File: src/rtl/fuzz_log_pkg.sv
// Shared types and constants for the fuzzer result logger.
// Flag bits sit MSB->LSB as hang, crash, overflow inside every logged record.
package fuzz_log_pkg;

    typedef enum logic [1:0] {
        IDLE   = 2'd0,
        RUN    = 2'd1,
        FROZEN = 2'd2
    } log_state_t;

    localparam int FLG_OVF   = 0;
    localparam int FLG_CRASH = 1;
    localparam int FLG_HANG  = 2;

    localparam int DEF_DATA_WIDTH = 32;
    localparam int DEF_SEQ_WIDTH  = 16;

    // Record shape at the default widths; the top rebuilds it with its own parameters.
    typedef struct packed {
        logic [DEF_SEQ_WIDTH-1:0]  seq;
        logic [2:0]                flags;
        logic [3:0]                op;
        logic                      carry;
        logic [DEF_DATA_WIDTH-1:0] result;
    } fuzz_rec_t;

    function automatic logic [2:0] pack_flags(input logic crash, input logic hang,
                                              input logic ovf);
        logic [2:0] f;
        f            = '0;
        f[FLG_OVF]   = ovf;
        f[FLG_CRASH] = crash;
        f[FLG_HANG]  = hang;
        return f;
    endfunction

endpackage

File: src/rtl/fuzz_log_fifo.sv
// First-word-fall-through FIFO for logged records with a synchronous flush.
// The storage array is not reset; only pointers and occupancy are.
module fuzz_log_fifo #(
    parameter int WIDTH = 8,
    parameter int DEPTH = 16
) (
    input  logic                     clk,
    input  logic                     rst_n,
    input  logic                     i_flush,
    input  logic                     i_push,
    input  logic [WIDTH-1:0]         i_wr_data,
    input  logic                     i_pop,
    output logic                     o_rd_valid,
    output logic [WIDTH-1:0]         o_rd_data,
    output logic [$clog2(DEPTH):0]   o_level,
    output logic                     o_full
);

    localparam int AW = $clog2(DEPTH);

    logic [WIDTH-1:0] r_mem [DEPTH];
    logic [AW-1:0]    r_wr_ptr;
    logic [AW-1:0]    r_rd_ptr;
    logic [AW:0]      r_level;

    always_ff @(posedge clk) begin
        if (i_push && !i_flush) begin
            r_mem[r_wr_ptr] <= i_wr_data;
        end
    end

    // Caller guarantees push only when not full or when popping in the same cycle.
    always_ff @(posedge clk) begin
        if (!rst_n || i_flush) begin
            r_wr_ptr <= '0;
            r_rd_ptr <= '0;
            r_level  <= '0;
        end else begin
            if (i_push) begin
                r_wr_ptr <= r_wr_ptr + 1'b1;
            end
            if (i_pop) begin
                r_rd_ptr <= r_rd_ptr + 1'b1;
            end
            unique case ({i_push, i_pop})
                2'b10:   r_level <= r_level + 1'b1;
                2'b01:   r_level <= r_level - 1'b1;
                default: r_level <= r_level;
            endcase
        end
    end

    assign o_rd_valid = (r_level != '0);
    assign o_full     = (r_level == (AW+1)'(DEPTH));
    assign o_level    = r_level;
    assign o_rd_data  = o_rd_valid ? r_mem[r_rd_ptr] : '0;

endmodule

File: src/rtl/fuzz_result_logger.sv
// Logs ALU fuzzer results: outcome statistics, a filtered record FIFO drained by a host,
// and an optional freeze after the first crash or hang to preserve the failing context.
module fuzz_result_logger
    import fuzz_log_pkg::*;
#(
    parameter int DATA_WIDTH = 32,
    parameter int LOG_DEPTH  = 16,
    parameter int SEQ_WIDTH  = 16,
    parameter int CNT_WIDTH  = 16
) (
    input  logic                               clk,
    input  logic                               rst_n,
    input  logic                               enable,
    input  logic                               clear,
    input  logic                               filter_en,
    input  logic                               freeze_on_fail,
    input  logic                               in_valid,
    input  logic [DATA_WIDTH:0]                in_result,
    input  logic [3:0]                         in_op,
    input  logic                               in_crash,
    input  logic                               in_hang,
    input  logic                               in_overflow,
    output logic                               rd_valid,
    input  logic                               rd_ready,
    output logic [SEQ_WIDTH+8+DATA_WIDTH-1:0]  rd_data,
    output logic [$clog2(LOG_DEPTH):0]         level,
    output logic                               full,
    output logic                               frozen,
    output logic                               log_dropped,
    output logic [CNT_WIDTH-1:0]               tests_total,
    output logic [CNT_WIDTH-1:0]               crash_cnt,
    output logic [CNT_WIDTH-1:0]               hang_cnt,
    output logic [CNT_WIDTH-1:0]               ovf_cnt,
    output logic [CNT_WIDTH-1:0]               drop_cnt
);

    localparam int REC_W = SEQ_WIDTH + 8 + DATA_WIDTH;

    typedef struct packed {
        logic [SEQ_WIDTH-1:0]  seq;
        logic [2:0]            flags;
        logic [3:0]            op;
        logic                  carry;
        logic [DATA_WIDTH-1:0] result;
    } rec_t;

    log_state_t           r_state;
    log_state_t           w_state_next;
    logic [SEQ_WIDTH-1:0] r_seq;
    logic [CNT_WIDTH-1:0] r_total;
    logic [CNT_WIDTH-1:0] r_crash;
    logic [CNT_WIDTH-1:0] r_hang;
    logic [CNT_WIDTH-1:0] r_ovf;
    logic [CNT_WIDTH-1:0] r_drop;
    logic                 r_dropped;

    logic w_accept;
    logic w_fail;
    logic w_qualify;
    logic w_pop;
    logic w_push;
    logic w_drop;
    logic w_full;
    logic w_rd_valid;
    rec_t w_rec;

    function automatic logic [CNT_WIDTH-1:0] sat_inc(input logic [CNT_WIDTH-1:0] v,
                                                     input logic inc);
        return (inc && (v != '1)) ? v + 1'b1 : v;
    endfunction

    // A clear pulse suppresses both the incoming event and any pop in that cycle.
    assign w_accept  = (r_state == RUN) && in_valid && !clear;
    assign w_fail    = in_crash || in_hang;
    assign w_qualify = !filter_en || in_crash || in_hang || in_overflow;
    assign w_pop     = w_rd_valid && rd_ready && !clear;
    assign w_push    = w_accept && w_qualify && (!w_full || w_pop);
    assign w_drop    = w_accept && w_qualify && w_full && !w_pop;

    always_comb begin
        w_rec        = '0;
        w_rec.seq    = r_seq;
        w_rec.flags  = pack_flags(in_crash, in_hang, in_overflow);
        w_rec.op     = in_op;
        w_rec.carry  = in_result[DATA_WIDTH];
        w_rec.result = in_result[DATA_WIDTH-1:0];
    end

    always_ff @(posedge clk) begin
        if (!rst_n) begin
            r_state <= IDLE;
        end else begin
            r_state <= w_state_next;
        end
    end

    // A failing event freezes even if enable drops in the same cycle.
    always_comb begin
        w_state_next = r_state;
        unique case (r_state)
            IDLE: begin
                if (enable) begin
                    w_state_next = RUN;
                end
            end
            RUN: begin
                if (w_accept && w_fail && freeze_on_fail) begin
                    w_state_next = FROZEN;
                end else if (!enable) begin
                    w_state_next = IDLE;
                end
            end
            FROZEN: begin
                w_state_next = FROZEN;
            end
            default: begin
                w_state_next = IDLE;
            end
        endcase
        if (clear) begin
            w_state_next = enable ? RUN : IDLE;
        end
    end

    always_ff @(posedge clk) begin
        if (!rst_n || clear) begin
            r_seq     <= '0;
            r_total   <= '0;
            r_crash   <= '0;
            r_hang    <= '0;
            r_ovf     <= '0;
            r_drop    <= '0;
            r_dropped <= 1'b0;
        end else begin
            if (w_accept) begin
                r_seq <= r_seq + 1'b1;
            end
            r_total <= sat_inc(r_total, w_accept);
            r_crash <= sat_inc(r_crash, w_accept && in_crash);
            r_hang  <= sat_inc(r_hang,  w_accept && in_hang);
            r_ovf   <= sat_inc(r_ovf,   w_accept && in_overflow);
            r_drop  <= sat_inc(r_drop,  w_drop);
            if (w_drop) begin
                r_dropped <= 1'b1;
            end
        end
    end

    fuzz_log_fifo #(
        .WIDTH (REC_W),
        .DEPTH (LOG_DEPTH)
    ) u_fifo (
        .clk        (clk),
        .rst_n      (rst_n),
        .i_flush    (clear),
        .i_push     (w_push),
        .i_wr_data  (w_rec),
        .i_pop      (w_pop),
        .o_rd_valid (w_rd_valid),
        .o_rd_data  (rd_data),
        .o_level    (level),
        .o_full     (w_full)
    );

    assign rd_valid    = w_rd_valid;
    assign full        = w_full;
    assign frozen      = (r_state == FROZEN);
    assign log_dropped = r_dropped;
    assign tests_total = r_total;
    assign crash_cnt   = r_crash;
    assign hang_cnt    = r_hang;
    assign ovf_cnt     = r_ovf;
    assign drop_cnt    = r_drop;

endmodule

File: config.mk
export PLATFORM = sky130hd
export DESIGN_NAME = fuzz_result_logger
export DESIGN_NICKNAME = d
export VERILOG_FILES = /design/src/rtl/fuzz_log_pkg.sv /design/src/rtl/fuzz_log_fifo.sv /design/src/rtl/fuzz_result_logger.sv
export SDC_FILE = /design/constraint.sdc
export NUM_CORES = 1
export LEC_CHECK = 0
export BUFFER_PORTS_ARGS = -buffer_cell sky130_fd_sc_hd__buf_2
export CAP_MARGIN = 15
export CORE_MARGIN = 2
export CORE_UTILIZATION = 35
export CTS_CLUSTER_SIZE = 8
export DETAILED_ROUTE_END_ITERATION = 10
export MAX_ROUTING_LAYER = met4
export PLACE_DENSITY = 0.46
export SETUP_SLACK_MARGIN = 0.02
export SYNTH_ARGS = -nofsm -noshare
export SYNTH_HDL_FRONTEND = slang
export SYNTH_SLANG_ARGS = --single-unit
File: constraint.sdc
create_clock -name clk -period 8.78 [get_ports clk]
set_input_delay 1.317 -clock clk [delete_from_list [all_inputs] [get_ports clk]]
set_output_delay 1.317 -clock clk [all_outputs]
set_load 0.005 [all_outputs]
Word level (Yosys, flattened, before mapping). Memory sizes are Yosys's and may differ from the RTL's. A register that Yosys moved wholly into a read port is not among the register bits. Cells that the tools add are included.

Register bits: 112. Memory bits (writable): 896. Bits of input ports: 48. Output and inout bits: 145. Logic and storage cells: 80. Memories kept: 1.

Memory list: u_fifo.r_mem (words 16, bits a word 56, rd ports 1, clocked after Yosys merged registers in 1, wr ports 1, RTL line fuzz_log_fifo.sv:21) `logic [WIDTH-1:0] r_mem [DEPTH];`.

Add/subtract/negate cells: 10. Eq/ne operators: 12. Mux-type cells: 12. Reductions and logical operators: 34.

Operators by type and width (count): $add 16x1->16 const B (6); $ne 16x16->1 const B (5); $mux 56 (1); $logic_and 1x1->1 (19); $pmux 5 s2 (1); $add 4x1->4 const B (2); $mux 2 (4); $mux 4 (2); $logic_or 1x1->1 (6); $pmux 2 s3 (1); $add 5x1->5 const B (1); $eq 5x5->1 const B (1); $logic_not 1->1 (5); $reduce_bool 5->1 (1); $sub 5x1->5 const B (1); $eq 2x1->1 const B (2); $eq 2x2->1 const B (2); $ne 4x3->1 const B (1); $mux 1 (3); $ne 3x3->1 const B (1); $logic_not 2->1 (1); $reduce_and 2->1 (1); $reduce_bool 2->1 (1).

Logic depth before layout (Yosys ltp).
Word-level depth: 9. Gate-level depth with buffers: 10. Mapped depth without buffers: 10.

By module. A second synthesis with hierarchy kept.

Cell total of the unflattened synthesis: 2075. Area total of the unflattened synthesis: 39678.1 sq um.

Modules (own cells, without submodules): fuzz_log_fifo (times used 1, cells each 1515, area an instance 34877.2 sq um, seq. area each 27246.1 sq um); fuzz_result_logger (times used 1, cells each 560, area an instance 4800.9 sq um, seq. area each 1981.9 sq um).

Least setup slack after synthesis. OpenSTA, ideal clock, no wires.

Path type: input to register. Start: in clear. End: mem u_fifo.r_mem[3][0] (netlist name), enable pin. Library setup time: 0.538 ns. Arrival: 6.134 ns. Data required time: 8.242 ns. Slack: 2.108 ns. Cell stages on the path: 5. Path buffers: 1. Path through: nand4bb_1 buf_2 a211oi_2 nand2_1 nor3_1.

Longest elaborated chain between the ends: 7. Elaborated cells on any way between the ends: 9. Classes of those cells: 2 x mux; 7 x reduce/logical.

Ends and longest elaborated chain: start: declaration (RTL line fuzz_result_logger.sv:14) `input logic clear,`; $logic_not 1->1 * (RTL line fuzz_log_fifo.sv:27, fuzz_result_logger.sv:73, fuzz_result_logger.sv:76); $logic_and 1x1->1, on equally long branches (RTL line fuzz_result_logger.sv:73, fuzz_result_logger.sv:76); $logic_and 1x1->1 / $logic_or 1x1->1 (equally long branches) (RTL line fuzz_result_logger.sv:77) `assign w_push = w_accept && w_qualify && (!w_full || w_pop);`; $logic_and 1x1->1 (RTL line fuzz_result_logger.sv:77); $logic_and 1x1->1 * (RTL line fuzz_log_fifo.sv:27) `if (i_push && !i_flush) begin`; $mux 1 * (RTL line fuzz_log_fifo.sv:27); $mux 1 (implied by the code) * (RTL line fuzz_log_fifo.sv:28) `r_mem[r_wr_ptr] <= i_wr_data;`; end: declaration (RTL line fuzz_log_fifo.sv:21).

Mark *: on every way between the ends. The rest lies on a longest branch, timed or not.

==> flow_metrics.tcl <==
set metrics [dict create \
    setup_tns_ns 0 \
    final_common_cell "edfxtp_1" \
    fin_crit_ns 5.08 \
    synthSimpleGateAreaFrac 0.0476 \
    num_vias 20200 \
    drt-vias-per-instance 5.22 \
    power.leakage_nw 14.5 \
    synth_xor_area_frac 0.0164 \
    die_y_um 340 \
    worst_pin_slew_ns 1.16 \
    track_usage 0.173 \
    port-buffer-count 192 \
    synth_mux_area_frac 0.157 \
    cp_data_required_time_ns 7.46 \
    slew_violations 0 \
    worstPathCellList "buf_4, mux4_2, mux2i_1, o22ai_1, buf_2" \
    routed_wl_um 96600 \
    synth_seq_cells 1012 \
    drt_iter0_drc 1377 \
    syn_to_final_growth_pct 17.3 \
    period_share 0.579 \
    htree_levels 4 \
    cts.sinks 1012 \
    cts_buffers 144 \
    drt_first_pass_iters 4 \
    path_max_fanout 67 \
    p_per_area_nw_per_um2 222 \
    grt_pass1_vias 21700 \
    yosysWarnings 0 \
    fin_nets 2385 \
    die-area_um2 116000 \
    cts_buffer_depth 3 \
    cts_tree "done" \
    arrival_ns 3.76 \
    synth_edf_count 896 \
    clock_skew_ns 0.0235 \
    synthCells 2046 \
    initial_utilization 0.352 \
    hp-class "reg2reg" \
    rows 123 \
    synth.avg_cell_area_um2 19.3 \
    post-cts-setup-buffer-count 0 \
    slew_headroom 0.224 \
    cts.clk_slew.worst_paths_ns 0.06 \
    grt_first_pass_wirelength_um 143000 \
    ioPinCount 193 \
    rsz0062_at_grt "no" \
    syn_area_um2 39600 \
    holdWs_ns 0.452 \
    grt_overflow 0 \
    max_freq_mhz 197 \
    chipWidth_um 340 \
    clk_latency_ns 0.72 \
    layout_common_cells "edfxtp_1 (896), mux4_2 (224), buf_2 (192)" \
    cts_resized 0 \
    status "finished clean" \
    crit_slowest_cell "buf_4" \
    synth_fa_ha_area_frac 0.00493 \
    clockRootBuffer "clkbuf_16" \
    coreArea_um2 112000 \
    synthArstFlopShare 0 \
    gp_congestion 0.793 \
    hold_buffers 0 \
    vdd_drop_max_uv 145 \
    drive_above_1_share 0.280 \
    setup_viol 0 \
    synth_compound_area_frac 0.0230 \
    grt_max_degree 110 \
    maxCapViolCount 0 \
    startpoint_type "register" \
    syn_nets 2109 \
    synth_top_area_share 0.680 \
    ant_nets 0 \
    antenna_found_initial 6 \
    synth_cell_type_count 71 \
    synth_flop_cell "edfxtp_1" \
    hold_violations 0 \
    ys_seq_area_frac 0.738 \
    yosys-top-cells-area "edfxtp_1 (68%), mux4_2 (13%), dfxtp_1 (5.9%), mux2i_1 (2.9%), xnor2_1 (1.2%)" \
    yosys.area.top_type "edfxtp_1" \
    max_stage_delay_ns 0.96 \
    dp_hpwl_um 51400 \
    cp-end-kind "primary output" \
    synth_top_family_by_area "multiplexers" \
    drc 0 \
    path_class "reg2out" \
    wl_per_cell_um 25.0 \
]
-- cell usage after synthesis (all sizes together) (28+ instances only) --
cell / n
nand3: 32
dfxtp: 116
xnor2: 53
mux2i: 117
buf: 57
edfxtp: 896
nor3: 28
nor2: 109
nand2: 61
nand4: 31
mux4: 224
clkbuf: 40
o22ai: 56
-- power breakdown --
group | internal (W) | switching, W | leakage (nW) | total, W
sequential | 0.00523 | 0.00000248 | 9.06 | 0.00523
combinational | 0.0000293 | 0.0000880 | 3.49 | 0.000117
clock | 0.00302 | 0.00195 | 1.93 | 0.00497
total | 0.00828 | 0.00204 | 14.5 | 0.0103
-- registers in the layout, indices dropped and copies added, names as in the netlist, named ones only --
name and cells:
u_fifo.r_rd_ptr 4, log_dropped 1, tests_total 16, ovf_cnt 16, u_fifo.r_wr_ptr 4, r_seq 16
hang_cnt 16, drop_cnt 16, r_state 2, u_fifo.r_mem 896, u_fifo.o_level 5, crash_cnt 16
-- routing by layer --
| layer | share of wire | wire (µm) | vias up | track usage |
|---|---|---|---|---|
| met5 | 0 | 0 | - | - |
| met4 | 0.020 | 1910 | 0 | 0.0491 |
| met3 | 0.054 | 5230 | 158 | 0.0381 |
| met2 | 0.47 | 45800 | 522 | 0.267 |
| met1 | 0.45 | 43700 | 10600 | 0.231 |
| li1 | - | - | 8882 | - |
-- logic make-up (layout without fill, tap and decap cells) --
| kind of cell | count (synthesis) | in the layout |
|---|---|---|
| other | 0 | 1 |
| adders and majority gates | 15 | 15 |
| muxes | 341 | 341 |
| AOI/OAI and AO/OA | 140 | 140 |
| DFF | 1012 | 1012 |
| xor gates and xnor gates | 74 | 74 |
| and+or+nand+nor | 346 | 346 |
| buffers and inverters | 118 | 435 |
-- stage by stage --
stage | cell area, µm² | util | std cells | power, W | worst slack [ns]
final | 46400 | 0.413 | 3864 | 0.0103 | 3.70
after global routing | 46400 | 0.413 | 3864 | 0.0107 | 3.38
after CTS | 46400 | 0.413 | 3862 | 0.0105 | 3.48
after detailed placement | 42400 | 0.378 | 3675 | 0.00544 | 3.90
after global placement | 42400 | 0.378 | 3675 | 0.00544 | 3.98
after floorplan | 39600 | - | 2046 | 0.00536 | 2.11
-- path summary, 6_finish.rpt --
path / startpoint / end / slack (ns) / cells after the start
setup / recovery: register / rd_data[11] / 3.70 / 5
hold / removal: log_dropped$_SDFFE_PP0P_ / log_dropped$_SDFFE_PP0P_ / 0.45 / 2
setup reg to reg: r_state[1]$_SDFFE_PN0P_ / u_fifo.r_mem[15][41]$_DFFE_PP_ / 5.13 / 6
hold reg to reg: log_dropped$_SDFFE_PP0P_ / log_dropped$_SDFFE_PP0P_ / 0.45 / 2
-- critical path, delay by kind of cell, from the launching register on --
family / cells / cell delay [ns]
AO/OA/AOI/OAI: 1 / 0.14
buffers and inverters: 2 / 1.16
flip-flops: 1 / 0.95
multiplexers: 2 / 0.73
-- final cells by class --
type                       instances  area (µm²)
clock buffer                     178        3830
tap                             1500        1880
inverter                          21        78.8
multi-input combinational        916        9990
timing repair buffer             227        1250
antenna                            1        2.50
sequential                      1012       29200
clock inverter                     9         151
fill                           10100       65900
No activity file was read; power rests on OpenSTA's default activity.
